<file path="config.mk">
export PLATFORM = sky130hd
export DESIGN_NAME = mwc_expect_table
export DESIGN_NICKNAME = d
export VERILOG_FILES = /design/src/rtl/mem_write_checker_expect_table.sv
export SDC_FILE = /design/constraint.sdc
export NUM_CORES = 1
export LEC_CHECK = 0
export ABC_AREA = 1
export BUFFER_PORTS_ARGS = -buffer_cell sky130_fd_sc_hd__buf_4
export CAP_MARGIN = 15
export CORE_MARGIN = 10
export CORE_UTILIZATION = 55
export CTS_CLUSTER_DIAMETER = 60
export DETAILED_ROUTE_END_ITERATION = 16
export GPL_ROUTABILITY_DRIVEN = 1
export HOLD_SLACK_MARGIN = 0.05
export PLACE_DENSITY = 0.73
export SLEW_MARGIN = 20
export SYNTH_ARGS = -nofsm -noshare
export SYNTH_HDL_FRONTEND = slang
export SYNTH_SLANG_ARGS = --single-unit
export TNS_END_PERCENT = 30
</file>
<file path="constraint.sdc">
create_clock -name clk -period 1 [get_ports clk]
set_input_delay 0.1 -clock clk [delete_from_list [all_inputs] [get_ports clk]]
set_output_delay 0.1 -clock clk [all_outputs]
set_load 0.02 [all_outputs]
</file>
<file path="src/rtl/mem_write_checker_expect_table.sv">
// Expected-write table: DEPTH entries of {addr, data}, one sync write port,
// one async read port, async active-low clear.
module mwc_expect_table #(
  parameter int unsigned DEPTH  = 8,
  parameter int unsigned ADDR_W = 32,
  parameter int unsigned DATA_W = 32,
  parameter int unsigned IDX_W  = $clog2(DEPTH)
) (
  input  logic              clk,
  input  logic              rst_n,
  input  logic              we_i,
  input  logic [IDX_W-1:0]  widx_i,
  input  logic [ADDR_W-1:0] waddr_i,
  input  logic [DATA_W-1:0] wdata_i,
  input  logic [IDX_W-1:0]  ridx_i,
  output logic [ADDR_W-1:0] raddr_o,
  output logic [DATA_W-1:0] rdata_o
);

  localparam int unsigned IW1 = IDX_W + 1;

  logic [ADDR_W-1:0] addr_q [DEPTH];
  logic [DATA_W-1:0] data_q [DEPTH];
  logic              wr_ok;
  logic              rd_ok;

  // Indices beyond DEPTH are only reachable when DEPTH is not a power of two.
  assign wr_ok = {1'b0, widx_i} < IW1'(DEPTH);
  assign rd_ok = {1'b0, ridx_i} < IW1'(DEPTH);

  always_ff @(posedge clk or negedge rst_n) begin
    if (!rst_n) begin
      for (int unsigned i = 0; i < DEPTH; i++) begin
        addr_q[i] <= '0;
        data_q[i] <= '0;
      end
    end else if (we_i && wr_ok) begin
      addr_q[widx_i] <= waddr_i;
      data_q[widx_i] <= wdata_i;
    end
  end

  assign raddr_o = rd_ok ? addr_q[ridx_i] : '0;
  assign rdata_o = rd_ok ? data_q[ridx_i] : '0;

endmodule

</file>
Word-level counts from Yosys, hierarchy flattened --
Index checks and enable logic that the tools add are counted.
Cells by class: bitwise operators 2, muxes and demuxes 10, magnitude comparators 3, reduce and logical (&&, ||, !) cells 1
Operators by type and width (number):
- bitwise mux 256 bit | 2
- binary-select mux 32 bit (select 3 bit) | 2
- two-way mux 32 bit | 5
- demux 32 bit (select 3 bit) | 1
- greater-or-equal comparator 4 bit, second input constant | 2
- inverter 3 -> 4 bit | 2
- < comparator 4 x 1 -> 1 bit, second input constant | 1
- logical AND 1 bit | 1
Storage, ports and cells: flip-flop bits (word level) 512, bits of input ports 73

Depth between registers and ports, before layout --
Gate-level depths: netlist (run 1).
depth in word-level cells 6, gate-level depth with buffers 9

Least setup slack after synthesis (run 1) --
No wires, ideal clock.
kind input port to output port, start point input ridx_i[0], end point output raddr_o[0], buffers on the path 3, slack -0.061 ns, stages on the path 9, required time 0.900 ns, arrival time 0.961 ns, path through buf_2 > inv_2 > buf_2 > buf_2 > nand2_1 > nand3_1 > nand2_1 > nand2_1 > nand2_1
Between the ends: word-level cells in the longest chain between the ends 4
RTL lines:
- start: declaration | line 15 | input logic [IDX_W-1:0] ridx_i,
- inverter 3 -> 4 bit (not written as such) | line 43 | assign raddr_o = rd_ok ? addr_q[ridx_i] : '0;
- binary-select mux 32 bit (select 3 bit) | line 43
- two-way mux 32 bit (not written as such) (2 in a row) | line 43
- end: declaration | line 16 | output logic [ADDR_W-1:0] raddr_o,
No other way between the ends. The select of a mux whose other input is x is not followed.

Worst setup path in the final report (run 1) --
start point register addr_q[245] (netlist bit), end point output raddr_o[21]
Between the ends: word-level cells in the longest chain between the ends 3
RTL lines:
- start: declaration | line 22 | logic [ADDR_W-1:0] addr_q [DEPTH];
- start signal: indexed assignment | line 38 | addr_q[widx_i] <= waddr_i;
- binary-select mux 32 bit (select 3 bit) | line 43
- two-way mux 32 bit (not written as such) (2 in a row) | line 43
No other way between the ends. The select of a mux whose other input is x is not followed.

==> results of run 1 <==
[what timing repair did]
action / in CTS / in global routing
setup buffers: 25 / 15
hold buffers: 67 / 0
gates resized for setup: 130 / 70
pin swaps: 64 / 57
endpoints found under the setup margin: 64 / 68
hold endpoints to repair: 1024 / 0
[final cells by class]
class / instances / area [um^2]
Sequential cell: 512 / 12800
Fill cell: 3540 / 14000
Tap cell: 600 / 751
Multi-Input combinational cell: 2125 / 9310
Timing Repair Buffer: 390 / 4150
Inverter: 583 / 2200
Clock buffer: 75 / 1610
Clock inverter: 25 / 328
[through the flow]
step / hold slack, ns / cell area [um^2]
2_1_floorplan: -0.196 / 25100
3_3_place_gp: 0.0768 / 27700
3_5_place_dp: 0.0722 / 27700
4_1_cts: 0.0387 / 30900
5_1_grt: 0.0705 / 31200
6_report: 0.0643 / 31200
[sequential cells by signal, indices dropped and copies added (netlist names)]
register / count
data_q: 256
addr_q: 256
[Yosys cell counts]
master    instances
o21ai_2           4
buf_6             9
nor2_1            1
buf_2           125
nand2_1        1351
inv_1           579
o21ai_1         161
buf_1            18
nor3_2            1
buf_4            19
inv_2             4
clkbuf_1         38
clkbuf_2          1
nor2_2            3
dfrtp_1         512
nand3_1         257
o21ai_0         347
[metal layers]
metal  part of all wire, %  wire, um  vias to the layer above
met5                     0         0                        -
met4                   2.9      1990                        0
met3                   6.0      4100                      140
met2                    49     33800                      746
met1                    42     29000                    10700
li1                      -         -                    10900
[final timing paths]
kind,startpoint,to,slack [ns]
max,addr_q[245]$_DFFE_PN0P_,raddr_o[21],-0.68
max in group asynchronous,rst_n,addr_q[137]$_DFFE_PN0P_,0.36
max reg2reg,data_q[17]$_DFFE_PN0P_,data_q[17]$_DFFE_PN0P_,-0.49
min reg2reg,data_q[66]$_DFFE_PN0P_,data_q[66]$_DFFE_PN0P_,0.48
min,rst_n,data_q[238]$_DFFE_PN0P_,0.06
min in group clk,widx_i[2],addr_q[30]$_DFFE_PN0P_,0.08
[power by group through the flow]
stage | Combinational [uW] | Sequential, uW | Clock [uW]
after floorplan | 7830 | 26400 | 0
after global placement | 11400 | 26700 | 0
after detailed placement | 11800 | 26900 | 0
after CTS | 12900 | 26600 | 22000
after global routing | 15100 | 27100 | 22800
final | 13200 | 26700 | 21700
[kinds of logic (layout without fill, tap and decap cells)]
logic type / Yosys count / after routing / synth area share (%)
buffers and inverters: 793 / 1073 / 13.1
AO/OA/AOI/OAI: 512 / 512 / 10.3
AND/OR/NAND/NOR: 1613 / 1613 / 25.5
flip-flops: 512 / 512 / 51.1
[worst max-delay path, delay by kind of cell, from the launching register on]
family / cells / cell delay, ns
flops: 1 / 0.40
buf+inv: 2 / 0.22
simple gates: 5 / 0.36
==> results.txt, run 1 <==
----------------------------------------------------
[Floorplanning]
  Core Box Area ... 45200 um^2
  Starting Density ... a little under three fifths
  Standard-cell rows ... just under 80
  Die area ... 54500 um^2
  Io pins ... 137
  Width of the die ... 233 um
  Die Ht ... 233 um

[Pwr]
  Peak supply drop ... between 1.5 and 2 mV
  Share of power burned in the clock network ... 35.2%
  Sequential cell fraction of total power ... 43.3%
  Power, Total ... 61600 uW
  P per Cell Area ... 1980 nW/um^2
  Sw frac ... between 20 and 30%
  Comb pwr share ... 21.5%
  Internal power consumption ... 43500 uW
  Static power due to leakage ... 0.0169 uW
  Net switching component of the power ... 18100 uW

[Final layout]
  Antenna diode count ... 0
  # nets final ... 3740
  Fraction of the core area covered by cells at the end of the flow ... 69.0%
  Cell Count, Final, Fillers Out ... 4310
  Most common cell after layout, fill and taps aside ... nand2_1
  Proportion of layout cells with a drive suffix above 1 ... 15.2%
  Commonest cells after routing, fill and taps aside ... 1279 x nand2_1, 538 x inv_1, 512 x dfrtp_1, 347 x o21ai_0, 237 x nand3_1
  Layout overhead on the synthesized area ... 24.4%

[Global route]
  Number of global-route vias before repair ... 22400
  Total overflow reported by the global router ... 0
  Global Route met1 Usage ... between 30 and 40%
  GRT Max-Usage Layer ... met2
  Met3 Usage GRT ... ~3.2%
  Wire length of the first global-routing pass ... about 110000 um
  Number of antenna violations at the first check in global routing ... 0
  Tot GR Track Use ... 25.7%
  Pin count of the biggest net entering global routing ... a little over 70
  Met2 GRT Util ... 44.0%

[Critical path]
  Library cell appearing most often on the critical path ... nand2_1
  Data required time of the worst path ... 0.90 ns
  Cell at the slowest stage of the critical path ... dfrtp_1
  Crit-path max FO ... 2
  Critical-path cell list ... inv_1, nand2_1, nand3_1, nand2_1, nand2_1, nand2_2, buf_6
  R2r worst-path depth ... 11
  Critical path capture point type ... output port
  Crit start category ... flip-flop
  Largest stage delay, worst path ... 0.40 ns
  Crit Path Category ... reg2out
  Data arrival, critical path ... 1.58 ns

[Clock network]
  Number of buffers created by CTS ... 55
  Clock sink count ... 512
  Clock transition at the registers of the reported paths ... 0.06 ns
  Master cell of the clock root buffer ... clkbuf_16
  Clock tree from TritonCTS ... done
  Maximum level of the CTS H-tree ... 2
  Clock Tree Buf Depth ... 3
  Worst-Skew Late Latency ... approximately 0.59 ns

[STA]
  Worst path setup slack after routing ... -0.683 ns
  Final Cycle Share ... 168%
  Final Max Slew Viols ... 0
  Worst clock skew ... 0 ns
  Final Hold Vio Count ... 0
  Headroom to the max-slew limit ... 73.7%
  Setup violators final ... 65
  Setup repair after global routing missed its margin ... true
  Total Neg Setup Slack ... -38.34 ns
  Post-route minimum period ... 1.68 ns
  Fmax achieved ... a little under 600 MHz
  Least-Margin Pin Slew ... 0.394 ns

[Job]
  Total of max-cap violations ... 0

[Detailed routing]
  Count of vias placed by the detailed router ... between 20000 and 25000
  Aggregate routed wire length ... 68900 um
  Detail-routed via count per cell ... approximately 5.2
  DR WL/cell ... 16.0 um
  Drc violations ... 0
  Number of violations reported at the end of detailed-routing iteration 0 ... 2083
  Drt pass-1 iters ... 6
  Residual antenna-violating net count after detailed routing ... 0

[Placed design]
  Number of cells after detailed placement ... 4103
  Total half-perimeter wirelength after legalization and detailed placement ... roughly 43000 um
  GPL Wtd Cong ... 0.818
  Setup WS pre-CTS ... -0.342 ns
  Input/output buffers ... roughly 140

[Run status]
  Failing checks ... setup timing
  Outcome ... complete, but fails checks

[Logic synthesis]
  Average footprint of a synthesized cell ... 7.30 um^2
  Post-synthesis cell count ... 3430
  Net count after synthesis ... between 3000 and 4000
  Area of the mapped netlist ... about 25000 um^2
  Post-synthesis register bit count ... 512
  Ys Warns ... 0
  Most area-consuming cells after synthesis ... dfrtp_1 51%, nand2_1 20%, inv_1 8.7%, o21ai_0 6.9%, nand3_1 5.1%
  Fraction of the yosys area taken by sequential cells ... 51.1%
  Top-area cell type share of the netlist area ... 51.1%
  Area leader, netlist ... dfrtp_1
  Count of different cell masters after synthesis ... 17

[Min path]
  Class of the tightest hold or removal check ... in2async

----------------------------------------------------
Note: power is estimated with default switching activity, not from simulation.
==> run 2, diff against run 1 <==
PLACE_DENSITY = 0.7   (was 0.73)
clock period = 1.7 ns   (was 1 ns; I/O delays follow)
==> run 2 against run 1 <==
Against the previous run:
- the run still ends with setup timing left
- combinational power shrank 45%
- via count shrank 3.3%
- sequential cell count is the same
- cell count shrank 1.9%
- clock power shrank 43%
- highest routed layer is now met5
- clock skew is the same
- die area is the same
- cell area shrank 3.3%
- count of clock-buffer cells in the layout grew 5
- first-iteration DRC count shrank 8.2%
- critical path type unchanged
==> results.txt, run 2 (synthesis gave the netlist of run 1 again) <==
----------------------------------------------------
[Final layout]
  # nets final ... 3656 (-2.2%)
  Proportion of layout cells with a drive suffix above 1 ... 12.6% (-2.6 points)
  Cell Count, Final, Fillers Out ... 4229 (-1.9%)
  Largest registers ... addr_q: 256 flops, data_q: 256 flops
  Area used by sequential logic in the layout ... 12800 um^2 (unchanged)
  Number of fillers in the final layout ... 3724 (+5.2%)
  Multi-input logic area ... 9290 um^2 (-0.17%)
  Fraction of the core area covered by cells at the end of the flow ... 66.7% (-2.3 points)
  Antenna diode count ... 0 (unchanged)
  Most common cell after layout, fill and taps aside ... nand2_1
  Commonest cells after routing, fill and taps aside ... 1288 x nand2_1, 552 x inv_1, 512 x dfrtp_1, 347 x o21ai_0, 233 x nand3_1
  Layout overhead on the synthesized area ... 20.3%

[STA]
  Least-Margin Pin Slew ... 0.473 ns (+0.0796 ns)
  Fmax achieved ... 582 MHz
  Worst path setup slack after routing ... -0.0189 ns (+0.664 ns)
  Setup repair after global routing missed its margin ... true
  Final Cycle Share ... 101%
  Post-route minimum period ... 1.72 ns
  Headroom to the max-slew limit ... 68.4% (-5.3 points)
  Final Hold Vio Count ... 0 (unchanged)
  Setup violators final ... 8 (-88%)
  Final Max Slew Viols ... 0 (unchanged)
  Worst clock skew ... 0 ns (unchanged)

[Clock network]
  Clock transition at the registers of the reported paths ... 0.06 ns (about the same)
  Maximum level of the CTS H-tree ... 2 (unchanged)
  Clock tree from TritonCTS ... done
  Clock Tree Buf Depth ... 3 (unchanged)
  Number of buffers created by CTS ... 55 (unchanged)
  Master cell of the clock root buffer ... clkbuf_16
  Clock sink count ... 512 (unchanged)
  Worst-Skew Late Latency ... 0.60 ns (about the same)

[Critical path]
  Library cell appearing most often on the critical path ... nand2_1
  End of the worst register-to-register path ... addr_q[151]$_DFFE_PN0P_
  Cell at the slowest stage of the critical path ... dfrtp_1
  Launching point of the worst reg2reg path ... addr_q[151]$_DFFE_PN0P_
  Largest stage delay, worst path ... 0.38 ns (-0.02 ns)
  Crit Path Category ... reg2out
  Worst reg2reg setup slack ... 0.80 ns (+1.29 ns)
  R2r worst-path depth ... 4 (-7)
  Critical-path cell list ... inv_1, nand2_1, nand3_1, nand2_1, nand2_1, nand2_2, buf_6
  Data arrival, critical path ... 1.55 ns (-0.03 ns)
  Crit start category ... flip-flop
  Crit-path max FO ... 2 (unchanged)
  Data required time of the worst path ... 1.53 ns (+0.63 ns)
  Critical path capture point type ... output port

[Run status]
  Failing checks ... setup timing
  Outcome ... complete, but fails checks

[Floorplanning]
  Die area ... 54500 um^2 (unchanged)
  Width of the die ... 233 um (unchanged)
  Core Box Area ... 45200 um^2 (unchanged)
  Standard-cell rows ... 78 (unchanged)
  Io pins ... 137 (unchanged)
  Starting Density ... 55.4% (unchanged)
  Die Ht ... 233 um (unchanged)

[Global route]
  Total overflow reported by the global router ... 0 (unchanged)
  Number of antenna violations at the first check in global routing ... 1 (+1)
  Pin count of the biggest net entering global routing ... 81 (+13%)
  Global Route met1 Usage ... 32.5% (-0.63 points)
  Wire length of the first global-routing pass ... 109000 um (-4.9%)
  Number of global-route vias before repair ... 20900 (-6.9%)
  Tot GR Track Use ... 24.5% (-1.1 points)
  Met3 Usage GRT ... 3.54% (+0.38 points)
  GRT Max-Usage Layer ... met2
  Met2 GRT Util ... 41.2% (-2.8 points)

[Detailed routing]
  Number of violations reported at the end of detailed-routing iteration 0 ... 1912 (-8.2%)
  Drc violations ... 0 (unchanged)
  Aggregate routed wire length ... 66700 um (-3.1%)
  Detail-routed via count per cell ... 5.14 (-1.5%)
  DR WL/cell ... 15.8 um (-1.3%)
  Drt pass-1 iters ... 6 (unchanged)
  Count of vias placed by the detailed router ... 21700 (-3.3%)
  Residual antenna-violating net count after detailed routing ... 0 (unchanged)

[Placed design]
  Total half-perimeter wirelength after legalization and detailed placement ... 38700 um (-9.2%)
  Input/output buffers ... 136 (unchanged)
  Number of cells after detailed placement ... 4028 (-1.8%)
  GPL Wtd Cong ... 0.823 (+0.53%)

[Min path]
  Class of the tightest hold or removal check ... in2async

[Job]
  Total of max-cap violations ... 0 (unchanged)

[Pwr]
  Peak supply drop ... 0.857 mV (-43%)
  P per Cell Area ... 1170 nW/um^2 (-41%)
  Static power due to leakage ... 0.0163 uW (-3.1%)

----------------------------------------------------
## run 2: cell count changes in the layout (fill, tap and decap cells not counted), moves of 7 or more
cell	change
nand2_1	+9
buf_6	-14
buf_4	-48
clkinv_2	+7
inv_1	+14
inv_2	-14
nand2_2	-8
buf_12	-23
## run 2: power by group
group / leakage [uW] / total (uW) / switching (uW) / internal [uW]
Clock: 0.000951 / 12400 / 4970 / 7470
Combinational: 0.00897 / 7240 / 4240 / 3000
Sequential: 0.00642 / 15600 / 1150 / 14500
Total: 0.0163 / 35300 / 10400 / 25000
## run 2: repair_timing
item                                    CTS  global route
gates resized for setup                  78            85
pin swaps                                26            54
setup endpoints to repair                46            64
buffers inserted                          8            22
endpoints found under the hold margin  1007             0
hold buffers                             68             0
## run 2: critical path, delay by kind of cell, from the launching register on
family	cells	cell delay, ns
buffers and inverters	2	0.21
flip-flops	1	0.38
AND/OR/NAND/NOR	5	0.35
## run 2: layout make-up
type	count	share of cell area (%)
well taps	600	2.49
repair buffers	306	10.6
multi-input cells	2125	30.8
clock inverters	23	0.806
clock buffers	80	5.49
flip-flops and latches	512	42.5
inverters	583	7.29
## run 2: how the worst max path moves through the flow
stage	startpoint	endpoint	slack, ns	depth (start not counted)
after global routing	addr_q[145]$_DFFE_PN0P_	raddr_o[17]	-0.14	7
after detailed placement	ridx_i[0]	rdata_o[16]	0.16	10
after floorplan	ridx_i[0]	raddr_o[0]	0.50	9
after global placement	ridx_i[0]	rdata_o[16]	0.16	10
after CTS	data_q[46]$_DFFE_PN0P_	rdata_o[14]	-0.03	7
final	addr_q[81]$_DFFE_PN0P_	raddr_o[17]	-0.02	7
## run 2: layer usage
layer / vias up / share of wire, %
li1: 10700 / -
met1: 10300 / 43
met2: 603 / 48
met3: 128 / 5.9
met4: 2 / 2.5
met5: - / 0.016
## run 2: metrics by stage
stage / TNS, ns / power [uW] / hold slack (ns) / setup WS, ns / instance area, um^2
6_report: -0.0624 / 35300 / 0.0670 / -0.0189 / 30100
5_1_grt: -3.81 / 37400 / 0.0818 / -0.137 / 30100
4_1_cts: -0.259 / 35300 / 0.0522 / -0.0256 / 29700
3_5_place_dp: 0 / 22400 / 0.0912 / 0.158 / 26900
3_3_place_gp: 0 / 22100 / 0.0977 / 0.155 / 26900
2_1_floorplan: 0 / 20100 / -0.126 / 0.499 / 25100
==> run 3, diff against run 2 <==
CORE_UTILIZATION = 35   (was 55)
PLACE_DENSITY = 0.48   (was 0.7)
==> run 3 against run 2 <==
Against the previous run:
- the run still ends with setup timing left
- die area up 52%
- cell area up 2.8%
- power up 4.2%
- first-iteration DRC count down 39%
==> results.txt, run 3 (synthesis gave the netlist of run 1 again) <==
----------------------------------------------------
[Critical path]
  Launching instance or port of the critical path ... data_q[17]$_DFFE_PN0P_
  R2r worst-path depth ... 3 (-1)
  Family with the most delay on the worst path ... flip-flops
  Cell at the slowest stage of the critical path ... dfrtp_1
  Crit-path max FO ... 2 (unchanged)
  CP Buf/Inv Count ... 2 (unchanged)
  Crit Path Category ... reg2out
  Largest stage delay, worst path ... 0.37 ns (about the same)
  Worst reg2reg setup slack ... 0.93 ns (+0.13 ns)
  End of the worst register-to-register path ... data_q[49]$_DFFE_PN0P_
  Data arrival, critical path ... 1.53 ns (-0.02 ns)
  Data required time of the worst path ... 1.53 ns (about the same)
  Crit start category ... flip-flop
  Critical-path cell list ... inv_2, nand2_1, nand3_2, nand2_1, nand2_1, nand2_2, buf_6
  Launching point of the worst reg2reg path ... data_q[49]$_DFFE_PN0P_
  Critical path capture point type ... output port
  Library cell appearing most often on the critical path ... nand2_1

[Final layout]
  Multi-input logic area ... 9260 um^2 (-0.27%)
  Number of fillers in the final layout ... 7390 (+98%)
  Layout overhead on the synthesized area ... 23.6%
  Commonest cells after routing, fill and taps aside ... 1290 x nand2_1, 548 x inv_1, 512 x dfrtp_1, 347 x o21ai_0, 237 x nand3_1
  Area used by sequential logic in the layout ... 12800 um^2 (unchanged)
  Largest registers ... addr_q: 256 flops, data_q: 256 flops
  Proportion of layout cells with a drive suffix above 1 ... 12.7% (+0.10 points)
  Most common cell after layout, fill and taps aside ... nand2_1
  Cell Count, Final, Fillers Out ... 4590 (+8.5%)
  # nets final ... 3669 (+0.36%)

[Detailed routing]
  Drt pass-1 iters ... 4 (-2)
  Drc violations ... 0 (unchanged)
  DR WL/cell ... 15.7 um (-0.68%)
  Residual antenna-violating net count after detailed routing ... 0 (unchanged)
  Aggregate routed wire length ... 71900 um (+7.8%)
  Count of vias placed by the detailed router ... 20800 (-4.3%)
  Detail-routed via count per cell ... 4.53 (-12%)
  Number of violations reported at the end of detailed-routing iteration 0 ... 1167 (-39%)

[Placed design]
  GPL Wtd Cong ... 0.718 (-13%)
  Number of cells after detailed placement ... 4384 (+8.8%)
  Input/output buffers ... 136 (unchanged)
  Total half-perimeter wirelength after legalization and detailed placement ... 42500 um (+9.9%)

[Clock network]
  Maximum level of the CTS H-tree ... 3 (+1)
  Clock transition at the registers of the reported paths ... 0.05 ns (about the same)
  Number of buffers created by CTS ... 68 (+24%)
  Clock tree from TritonCTS ... done
  Worst-Skew Late Latency ... 0.59 ns (about the same)
  Clock Tree Buf Depth ... 3 (unchanged)
  Master cell of the clock root buffer ... clkbuf_16
  Clock sink count ... 512 (unchanged)

[Global route]
  Tot GR Track Use ... 17.6% (-6.9 points)
  Total overflow reported by the global router ... 0 (unchanged)
  Wire length of the first global-routing pass ... 117000 um (+7.4%)
  Number of global-route vias before repair ... 20300 (-2.5%)
  Pin count of the biggest net entering global routing ... 85 (+4.9%)
  Number of antenna violations at the first check in global routing ... 3 (+2)

[STA]
  Total Neg Setup Slack ... -0.00406 ns (+0.0584 ns)
  Final Hold Vio Count ... 0 (unchanged)
  Setup repair after global routing missed its margin ... true
  Worst path setup slack after routing ... -0.00406 ns (+0.0149 ns)
  Final Cycle Share ... 100% (-0.87 points)
  Least-Margin Pin Slew ... 0.881 ns (+0.408 ns)
  Post-route minimum period ... 1.70 ns (-0.0149 ns)
  Headroom to the max-slew limit ... 41.0% (-27 points)
  Final Max Slew Viols ... 0 (unchanged)
  Worst clock skew ... 0 ns (unchanged)
  Setup violators final ... 1 (-7)
  Fmax achieved ... 587 MHz (+0.87%)

[Floorplanning]
  Standard-cell rows ... 98 (+26%)
  Width of the die ... 288 um (+23%)
  Starting Density ... 35.2% (-20 points)
  Io pins ... 137 (unchanged)
  Core Box Area ... 71200 um^2 (+58%)
  Die area ... 82700 um^2 (+52%)
  Die Ht ... 288 um (+23%)

[Min path]
  HP Start ... we_i
  Number of cells on the worst hold path ... 5
  Class of the tightest hold or removal check ... in2reg
  Hold Path End ... data_q[33]$_DFFE_PN0P_

[Job]
  Total of max-cap violations ... 0 (unchanged)

[Pwr]
  P per Cell Area ... 1190 nW/um^2 (+1.4%)
  Peak supply drop ... 0.715 mV (-17%)
  Static power due to leakage ... 0.0165 uW (+0.96%)
  Power, Total ... 36800 uW (+4.2%)

[Run status]
  Failing checks ... setup timing
  Outcome ... complete, but fails checks

----------------------------------------------------
==> run 3: changes by cell type in the layout (fill, tap and decap cells not counted), moves of 2 or more <==
cell | before | now
clkinv_2 | 17 | 8
buf_4 | 140 | 131
clkbuf_1 | 9 | 11
nand2_1 | 1288 | 1290
buf_12 | 39 | 48
nand3_1 | 233 | 237
clkinv_4 | 0 | 2
clkbuf_16 | 57 | 71
inv_2 | 29 | 32
nand3_2 | 23 | 19
clkinvlp_4 | 1 | 3
nand2_2 | 57 | 55
bufinv_16 | 5 | 3
inv_1 | 552 | 548
==> run 3: report_power, final <==
group	leakage, uW	internal, uW	total, uW	switching (uW)
combinational	0.00900	2990	7130	4140
clock	0.00108	8680	14100	5410
sequential	0.00642	14500	15600	1100
total	0.0165	26200	36800	10600
==> run 3: final cells by class <==
| cell class | instances | area share [%] |
|---|---|---|
| Sequential cell | 512 | 41.4 |
| Timing Repair Buffer | 306 | 10.6 |
| Inverter | 583 | 7.11 |
| Multi-Input combinational cell | 2125 | 29.9 |
| Clock inverter | 16 | 0.562 |
| Clock buffer | 97 | 6.54 |
| Antenna cell | 1 | 0.00808 |
| Tap cell | 950 | 3.84 |
==> run 3: per-stage QoR <==
stage / setup slack [ns] / utilization (%) / hold slack, ns / instance area, um^2
3_5_place_dp: 0.169 / 38.5 / 0.0566 / 27500
4_1_cts: -0.0410 / 43.0 / 0.0643 / 30600
3_3_place_gp: 0.146 / 38.5 / 0.0601 / 27500
5_1_grt: -0.116 / 43.5 / 0.103 / 31000
6_report: -0.00406 / 43.5 / 0.0899 / 31000
2_1_floorplan: 0.499 / - / -0.126 / 25100
==> run 3: worst max-delay path by stage <==
stage / end / slack (ns) / cells past startpoint
6_report: rdata_o[17] / -0.004 / 7
4_1_cts: rdata_o[17] / -0.04 / 7
3_3_place_gp: rdata_o[17] / 0.15 / 9
3_5_place_dp: rdata_o[17] / 0.17 / 9
2_1_floorplan: raddr_o[0] / 0.50 / 9
5_1_grt: rdata_o[17] / -0.12 / 7
==> run 3: metal layers <==
layer / routed length (um) / vias to the layer above / global-route usage (%) / part of all wire (%)
li1: - / 10700 / - / -
met3: 2530 / 89 / 3.07 / 3.5
met1: 34700 / 9777 / 23.9 / 48
met2: 33600 / 219 / 29.3 / 47
met4: 1140 / 4 / 3.51 / 1.6
met5: 23 / - / 0 / 0.032
==> run 3: timing repair <==
action | in CTS | in global routing
hold endpoints to repair | 1023 | 0
pin swaps | 28 | 72
buffers inserted | 6 | 17
gates resized for setup | 90 | 69
endpoints found under the setup margin | 47 | 64
hold buffers | 69 | 0
==> run 3: tightest hold or removal path: cells and delay by family <==
family | cells | cell delay, ns
AO/OA/AOI/OAI | 1 | 0.09
buffers and inverters | 2 | 0.16
AND/OR/NAND/NOR | 2 | 0.20
